$ cat config.mk
export PLATFORM = sky130hd
export DESIGN_NAME = ibex_ibus_arbiter
export DESIGN_NICKNAME = d
export VERILOG_FILES = /design/src/rtl/ibex_ibus_arbiter.sv
export SDC_FILE = /design/constraint.sdc
export NUM_CORES = 1
export LEC_CHECK = 0
export ABC_AREA = 0
export CAP_MARGIN = 20
export CORE_MARGIN = 4
export CORE_UTILIZATION = 24
export DETAILED_ROUTE_END_ITERATION = 8
export GPL_TIMING_DRIVEN = 0
export HOLD_SLACK_MARGIN = 0.03
export PLACE_DENSITY = 0.82
export SYNTH_ARGS = -nofsm -noshare
export SYNTH_HDL_FRONTEND = slang
export SYNTH_SLANG_ARGS = --single-unit
$ cat constraint.sdc
create_clock -name clk_i -period 2.54 [get_ports clk_i]
set_input_delay 0.254 -clock clk_i [delete_from_list [all_inputs] [get_ports clk_i]]
set_output_delay 0.254 -clock clk_i [all_outputs]
set_load 0.02 [all_outputs]
$ cat src/rtl/ibex_ibus_arbiter.sv
// ibex_ibus_arbiter
//
// Shares the single instruction-side bus between two requesters. Port 0 is
// the fetch path (prefetch buffer / icache). Port 1 is an auxiliary requester.
// A request is selected in IDLE and presented on the bus in the same cycle.
// If the bus does not grant it, the owner FSM moves to HOLD and keeps that
// owner's request and address stable until the grant arrives.
// Each granted transaction pushes its owner ID into an in-order FIFO. Each
// instr_rvalid_i pops that FIFO so the response goes back to the requester
// that issued it.
//
// Handshake: a requester raises reqN_i with addrN_i stable and keeps both
// until gntN_o is seen high in a cycle. That cycle is the acceptance cycle.
// The bus side follows the same rule: instr_req_o/instr_addr_o are stable
// until instr_gnt_i. A response is a single-cycle rvalidN_o pulse with
// rdata_o/errN_o. There is no back-pressure on responses.
//
// Ports:
//   clk_i, rst_ni             clock, asynchronous active-low reset
//   req0_i/req1_i             requests from port 0 / port 1
//   addr0_i/addr1_i           word addresses; bits [1:0] are driven as 0
//   gnt0_o/gnt1_o             grant back to each requester
//   rvalid0_o/rvalid1_o       response valid, routed by owner FIFO
//   err0_o/err1_o             bus error qualified with the response
//   pmp_err0_o/pmp_err1_o     PMP rejection, forwarded to current owner
//   rdata_o                   shared response data
//   instr_req_o/instr_addr_o  bus request and address
//   instr_gnt_i               bus grant
//   instr_rvalid_i            bus response valid
//   instr_rdata_i             bus response data
//   instr_err_i               bus response error
//   instr_pmp_err_i           PMP rejection of the current request
//   busy_o                    request pending or transactions outstanding
//   protocol_err_o            sticky: response arrived with nothing outstanding

module ibex_ibus_arbiter #(
  parameter int unsigned MaxOutstanding = 2,
  parameter bit          FetchPriority  = 1'b0
) (
  input  logic        clk_i,
  input  logic        rst_ni,
  input  logic        req0_i,
  input  logic        req1_i,
  input  logic [31:0] addr0_i,
  input  logic [31:0] addr1_i,
  output logic        gnt0_o,
  output logic        gnt1_o,
  output logic        rvalid0_o,
  output logic        rvalid1_o,
  output logic        err0_o,
  output logic        err1_o,
  output logic        pmp_err0_o,
  output logic        pmp_err1_o,
  output logic [31:0] rdata_o,
  output logic        instr_req_o,
  output logic [31:0] instr_addr_o,
  input  logic        instr_gnt_i,
  input  logic        instr_rvalid_i,
  input  logic [31:0] instr_rdata_i,
  input  logic        instr_err_i,
  input  logic        instr_pmp_err_i,
  output logic        busy_o,
  output logic        protocol_err_o
);

  localparam int unsigned CntW = $clog2(MaxOutstanding + 1);

  typedef enum logic {
    StIdle = 1'b0,
    StHold = 1'b1
  } state_e;

  // The owner FSM state is kept as one struct so it can be probed as a unit.
  typedef struct packed {
    state_e state;
    logic   owner;
  } fsm_t;

  fsm_t                      fsm_q;
  logic                      rr_q;      // port preferred on the next contention
  logic [CntW-1:0]           cnt_q;
  logic [MaxOutstanding-1:0] fifo_q;    // owner IDs, head at bit 0
  logic                      protocol_err_q;

  logic                      full;
  logic                      empty;
  logic                      owner;
  logic                      req_raw;
  logic                      bus_req;
  logic                      push;
  logic                      pop;
  logic                      head;
  logic [31:0]               addr_sel;
  logic [CntW-1:0]           wr_idx;
  logic [CntW-1:0]           cnt_d;
  logic [MaxOutstanding-1:0] fifo_d;

  // The low address bits are intentionally ignored.
  logic unused_addr_lsbs;
  assign unused_addr_lsbs = ^{addr0_i[1:0], addr1_i[1:0]};

  assign full  = (cnt_q == CntW'(MaxOutstanding));
  assign empty = (cnt_q == '0);

  // Winner selection. In HOLD the held owner is kept, and the other port is
  // ignored whatever the priority setting.
  always_comb begin
    owner   = 1'b0;
    req_raw = 1'b0;
    if (fsm_q.state == StHold) begin
      owner   = fsm_q.owner;
      req_raw = fsm_q.owner ? req1_i : req0_i;
    end else begin
      if (req0_i && req1_i) begin
        owner = FetchPriority ? 1'b0 : rr_q;
      end else begin
        owner = req1_i;
      end
      req_raw = req0_i | req1_i;
    end
  end

  // Fullness uses the registered count. A slot freed by a pop is therefore
  // usable only from the next cycle.
  assign bus_req = rst_ni & req_raw & ~full;
  assign push    = bus_req & instr_gnt_i;
  assign pop     = instr_rvalid_i & ~empty;
  assign head    = fifo_q[0];

  assign addr_sel     = owner ? addr1_i : addr0_i;
  assign instr_req_o  = bus_req;
  assign instr_addr_o = bus_req ? {addr_sel[31:2], 2'b00} : 32'h0;

  assign gnt0_o     = push & ~owner;
  assign gnt1_o     = push & owner;
  assign pmp_err0_o = bus_req & instr_pmp_err_i & ~owner;
  assign pmp_err1_o = bus_req & instr_pmp_err_i & owner;

  assign rvalid0_o = pop & ~head;
  assign rvalid1_o = pop & head;
  assign err0_o    = rvalid0_o & instr_err_i;
  assign err1_o    = rvalid1_o & instr_err_i;
  assign rdata_o   = pop ? instr_rdata_i : 32'h0;

  assign busy_o         = bus_req | ~empty;
  assign protocol_err_o = protocol_err_q;

  // Owner FIFO as a shift register: a pop shifts toward bit 0, and a push
  // writes just above the last valid entry after any pop.
  always_comb begin
    fifo_d = pop ? (fifo_q >> 1) : fifo_q;
    wr_idx = pop ? (cnt_q - CntW'(1)) : cnt_q;
    if (push) begin
      for (int i = 0; i < int'(MaxOutstanding); i++) begin
        if (CntW'(i) == wr_idx) fifo_d[i] = owner;
      end
    end
    cnt_d = cnt_q + CntW'(push) - CntW'(pop);
  end

  always_ff @(posedge clk_i or negedge rst_ni) begin
    if (!rst_ni) begin
      fsm_q          <= '{state: StIdle, owner: 1'b0};
      rr_q           <= 1'b0;
      cnt_q          <= '0;
      fifo_q         <= '0;
      protocol_err_q <= 1'b0;
    end else begin
      case (fsm_q.state)
        StIdle: begin
          if (bus_req && !instr_gnt_i) fsm_q <= '{state: StHold, owner: owner};
        end
        StHold: begin
          // Leave on grant, or when the owner withdraws. A withdrawn request
          // pushes nothing.
          if (!bus_req || instr_gnt_i) fsm_q <= '{state: StIdle, owner: 1'b0};
        end
        default: fsm_q <= '{state: StIdle, owner: 1'b0};
      endcase
      if (push) rr_q <= ~owner;
      cnt_q  <= cnt_d;
      fifo_q <= fifo_d;
      if (instr_rvalid_i && empty) protocol_err_q <= 1'b1;
    end
  end

endmodule

==> key figures <==
Layout
  • Share of layout cells above drive strength 1: 0.0780
  • Nets@finish: 484
  • Seq. cell area: 200 um^2
  • Area Overhead vs Synth: 151%
  • Fillers: 437
  • # diodes: 0
  • Area used by multi-input combinational logic: 948 um^2

Power and ir drop
  • Peak supply drop: 517 uV
  • Leakage power: 1.66 nW
  • Pwr dens: 547 nW/um^2

Worst setup path
  • Crit Path Class: in -> out
  • Max incr delay on CP: 0.65 ns
  • CP Launch Type: primary input
  • Critical Path RT: 2.29 ns
  • CP max FO: 8
  • Worst setup path startpoint: req0_i
  • CP Cell Sequence: clkdlybuf4s50_1 -> a21boi_1 -> o211ai_4 -> nor3_1 -> clkdlybuf4s50_1
  • Critical path capture point type: output pin
  • Slowest CP cell: clkdlybuf4s50_1
  • Worst r2r src: cnt_q[0]
  • Most Frequent Cell on Critical Path: clkdlybuf4s50_1
  • Data arrival time of the worst path: 2.16 ns

Routing
  • Iter 0 DRT Violations: 57
  • Final WL: 6.09 mm
  • Pre-antenna DRT Iters: 4
  • Via density: 4.31
  • Drt drc: 0
  • Wirelength per Cell: 13.9 um
  • Vias after detailed routing: 1,892
  • Antenna violation net count after detailed routing: 0

Die
  • I/O pin cnt: 179
  • Die ar.: 6320 um^2
  • CORE AREA: 4850 um^2
  • Die width: 79.5 um
  • Die extent in y: 79.5 um
  • # rows: 25
  • Initial core utilization: 0.253

Yosys
  • Flops & latches, synth: 8
  • Yosys warning count: 0
  • Yosys cell types: 31
  • Seq/Total Area, Yosys: 0.163
  • Cell Area, Synth: 1230 um^2
  • Syn avg cell area: 6.26 um^2
  • Cells after Synth: 196

Placed design
  • GP Congestion: 0.771
  • HPWL Detailed: 5.27 mm
  • PortBufs: 172

Timing
  • Period minus WS final: 2.41 ns
  • Final setup viols: 0
  • Max-slew violation count: 0
  • Final Skew: 0.000299 ns
  • Setup TNS: 0 ns
  • Worst hold margin: 0.0517 ns
  • F_max: 0.414 GHz
  • Final hold violation count: 0
  • Fin crit share: 0.950

Clock network
  • Deepest clock path buffer count: 2
  • Worst skew pair latency: 0.22 ns
  • Post-cts hold buffer count: 0
  • Post-CTS Setup Bufs: 0
  • Sink Count: 8
  • CTS tree: yes
  • Root buf cell: clkbuf_8
  • H-tree depth: 1
  • CTS Buf Count: 3
  • CTS clk-pin slew, worst paths: 0.04 ns

Status
  • Status: completed

Global routing
  • First-pass GRT wire length: 9.25 mm
  • Number of global-route vias before repair: 1,944
  • Grt ovf: 0
  • Total global routing track utilization: 0.180
  • Pin count of the biggest net entering global routing: 11
  • Initial antenna violation count: 0

Flow run
  • Max Cap Viol: 0

Hold path
  • Worst hold path class: in -> async
## stage by stage
| stage | total power, mW | instances | util | cell area, um^2 | setup slack [ns] |
|---|---|---|---|---|---|
| 5_1_grt | 1.82 | 439 | 0.634 | 3080 | -0.00144 |
| 3_3_place_gp | 1.60 | 436 | 0.626 | 3040 | -0.258 |
| 4_1_cts | 1.70 | 439 | 0.626 | 3030 | 0.00608 |
| 6_report | 1.68 | 439 | 0.634 | 3080 | 0.126 |
| 2_1_floorplan | 0.957 | 197 | - | 1230 | 0.468 |
| 3_5_place_dp | 1.63 | 436 | 0.626 | 3040 | -0.332 |
## routing by layer
metal / global-route usage / part of all wire
met5: 0 / 0
met4: 0.0344 / 0.0085
met3: 0.0530 / 0.10
met2: 0.335 / 0.52
met1: 0.200 / 0.37
## synthesized netlist by cell type
cell type / number / area share
inv_1: 5 / 0.015
nand2_1: 63 / 0.19
buf_2: 11 / 0.045
o211ai_2: 1 / 0.010
o21ai_1: 1 / 0.0041
conb_1: 1 / 0.0031
clkbuf_1: 3 / 0.0092
a21boi_1: 1 / 0.0061
a21oi_1: 30 / 0.12
a21o_1: 2 / 0.012
nand2b_1: 2 / 0.010
o21a_1: 1 / 0.0061
xnor2_2: 1 / 0.013
nand4_1: 1 / 0.0051
and2_1: 34 / 0.17
a22o_1: 1 / 0.0071
ha_1: 6 / 0.061
and3_1: 1 / 0.0051
or2_2: 1 / 0.0051
mux2i_1: 3 / 0.024
o2111ai_2: 1 / 0.012
mux2_1: 1 / 0.0092
inv_2: 2 / 0.0061
xnor2_1: 2 / 0.014
nor3b_2: 1 / 0.010
dfrtp_1: 8 / 0.16
nor3_1: 3 / 0.012
or3b_1: 1 / 0.0071
buf_4: 2 / 0.012
nor2b_1: 2 / 0.010
nor2_1: 4 / 0.012
## path summary, 6_finish.rpt
check | endpoint | slack [ns] | cells past startpoint
min in group clk_i | protocol_err_o | 0.46 | 1
setup reg to reg | cnt_q[1] | 0.34 | 11
hold / removal | fsm_q[1] | 0.05 | 1
setup / recovery | pmp_err0_o | 0.13 | 5
max in group asynchronous | fifo_q[0] | 2.21 | 1
hold reg to reg | protocol_err_o | 0.46 | 1
## cell families (layout without fill, tap and decap cells)
family,Yosys count,count (layout),synth area share
simple gates,113,113,0.443
fa+ha+maj,6,6,0.0612
flops,8,8,0.163
other cells,1,2,0.00306
xor+xnor,3,3,0.0275
compound gates,38,38,0.180
mux,4,4,0.0336
buf+inv,23,198,0.0877
## placed cells by master, fill, tap and decap left out, types with 3 or more instances in the layout
| master | count |
|---|---|
| mux2i_1 | 3 |
| clkdlybuf4s50_1 | 104 |
| buf_2 | 9 |
| nor2_1 | 4 |
| dfrtp_1 | 8 |
| clkdlybuf4s15_1 | 3 |
| and2_1 | 34 |
| inv_1 | 5 |
| clkbuf_8 | 3 |
| a21oi_1 | 30 |
| ha_1 | 6 |
| nor3_1 | 3 |
| nand2_1 | 63 |
| dlygate4sd2_1 | 55 |
| dlymetal6s2s_1 | 10 |
| buf_4 | 5 |
## critical path: cells and delay by family
| family | cells | cell delay (ns) |
|---|---|---|
| compound gates | 2 | 0.56 |
| buf+inv | 2 | 1.14 |
| simple gates | 1 | 0.20 |
## flip-flops by register name, indices dropped and copies added, names as in the netlist
register	cells
protocol_err_o	1
rr_q	1
fsm_q	2
cnt_q	2
fifo_q	2
## where the power goes
group	internal, mW	leakage, nW	total (mW)	switching (mW)
logic	0.612	1.54	1.33	0.716
registers	0.168	0.0990	0.206	0.0376
clock network	0.102	0.0216	0.149	0.0467
## what timing repair did
| item | CTS | global route |
|---|---|---|
| endpoints found under the hold margin | 0 | 0 |
| gates resized for setup | 68 | 19 |
| endpoints found under the setup margin | 64 | 33 |
## cell type report
cell class / count / share of cell area
Buffer: 16 / 0.0317
Clock buffer: 3 / 0.0134
Multi-Input combinational cell: 166 / 0.308
Sequential cell: 8 / 0.0651
Timing Repair Buffer: 172 / 0.546
Inverter: 7 / 0.00854
Tap cell: 67 / 0.0273
Note: power is estimated with default switching activity, not from simulation.
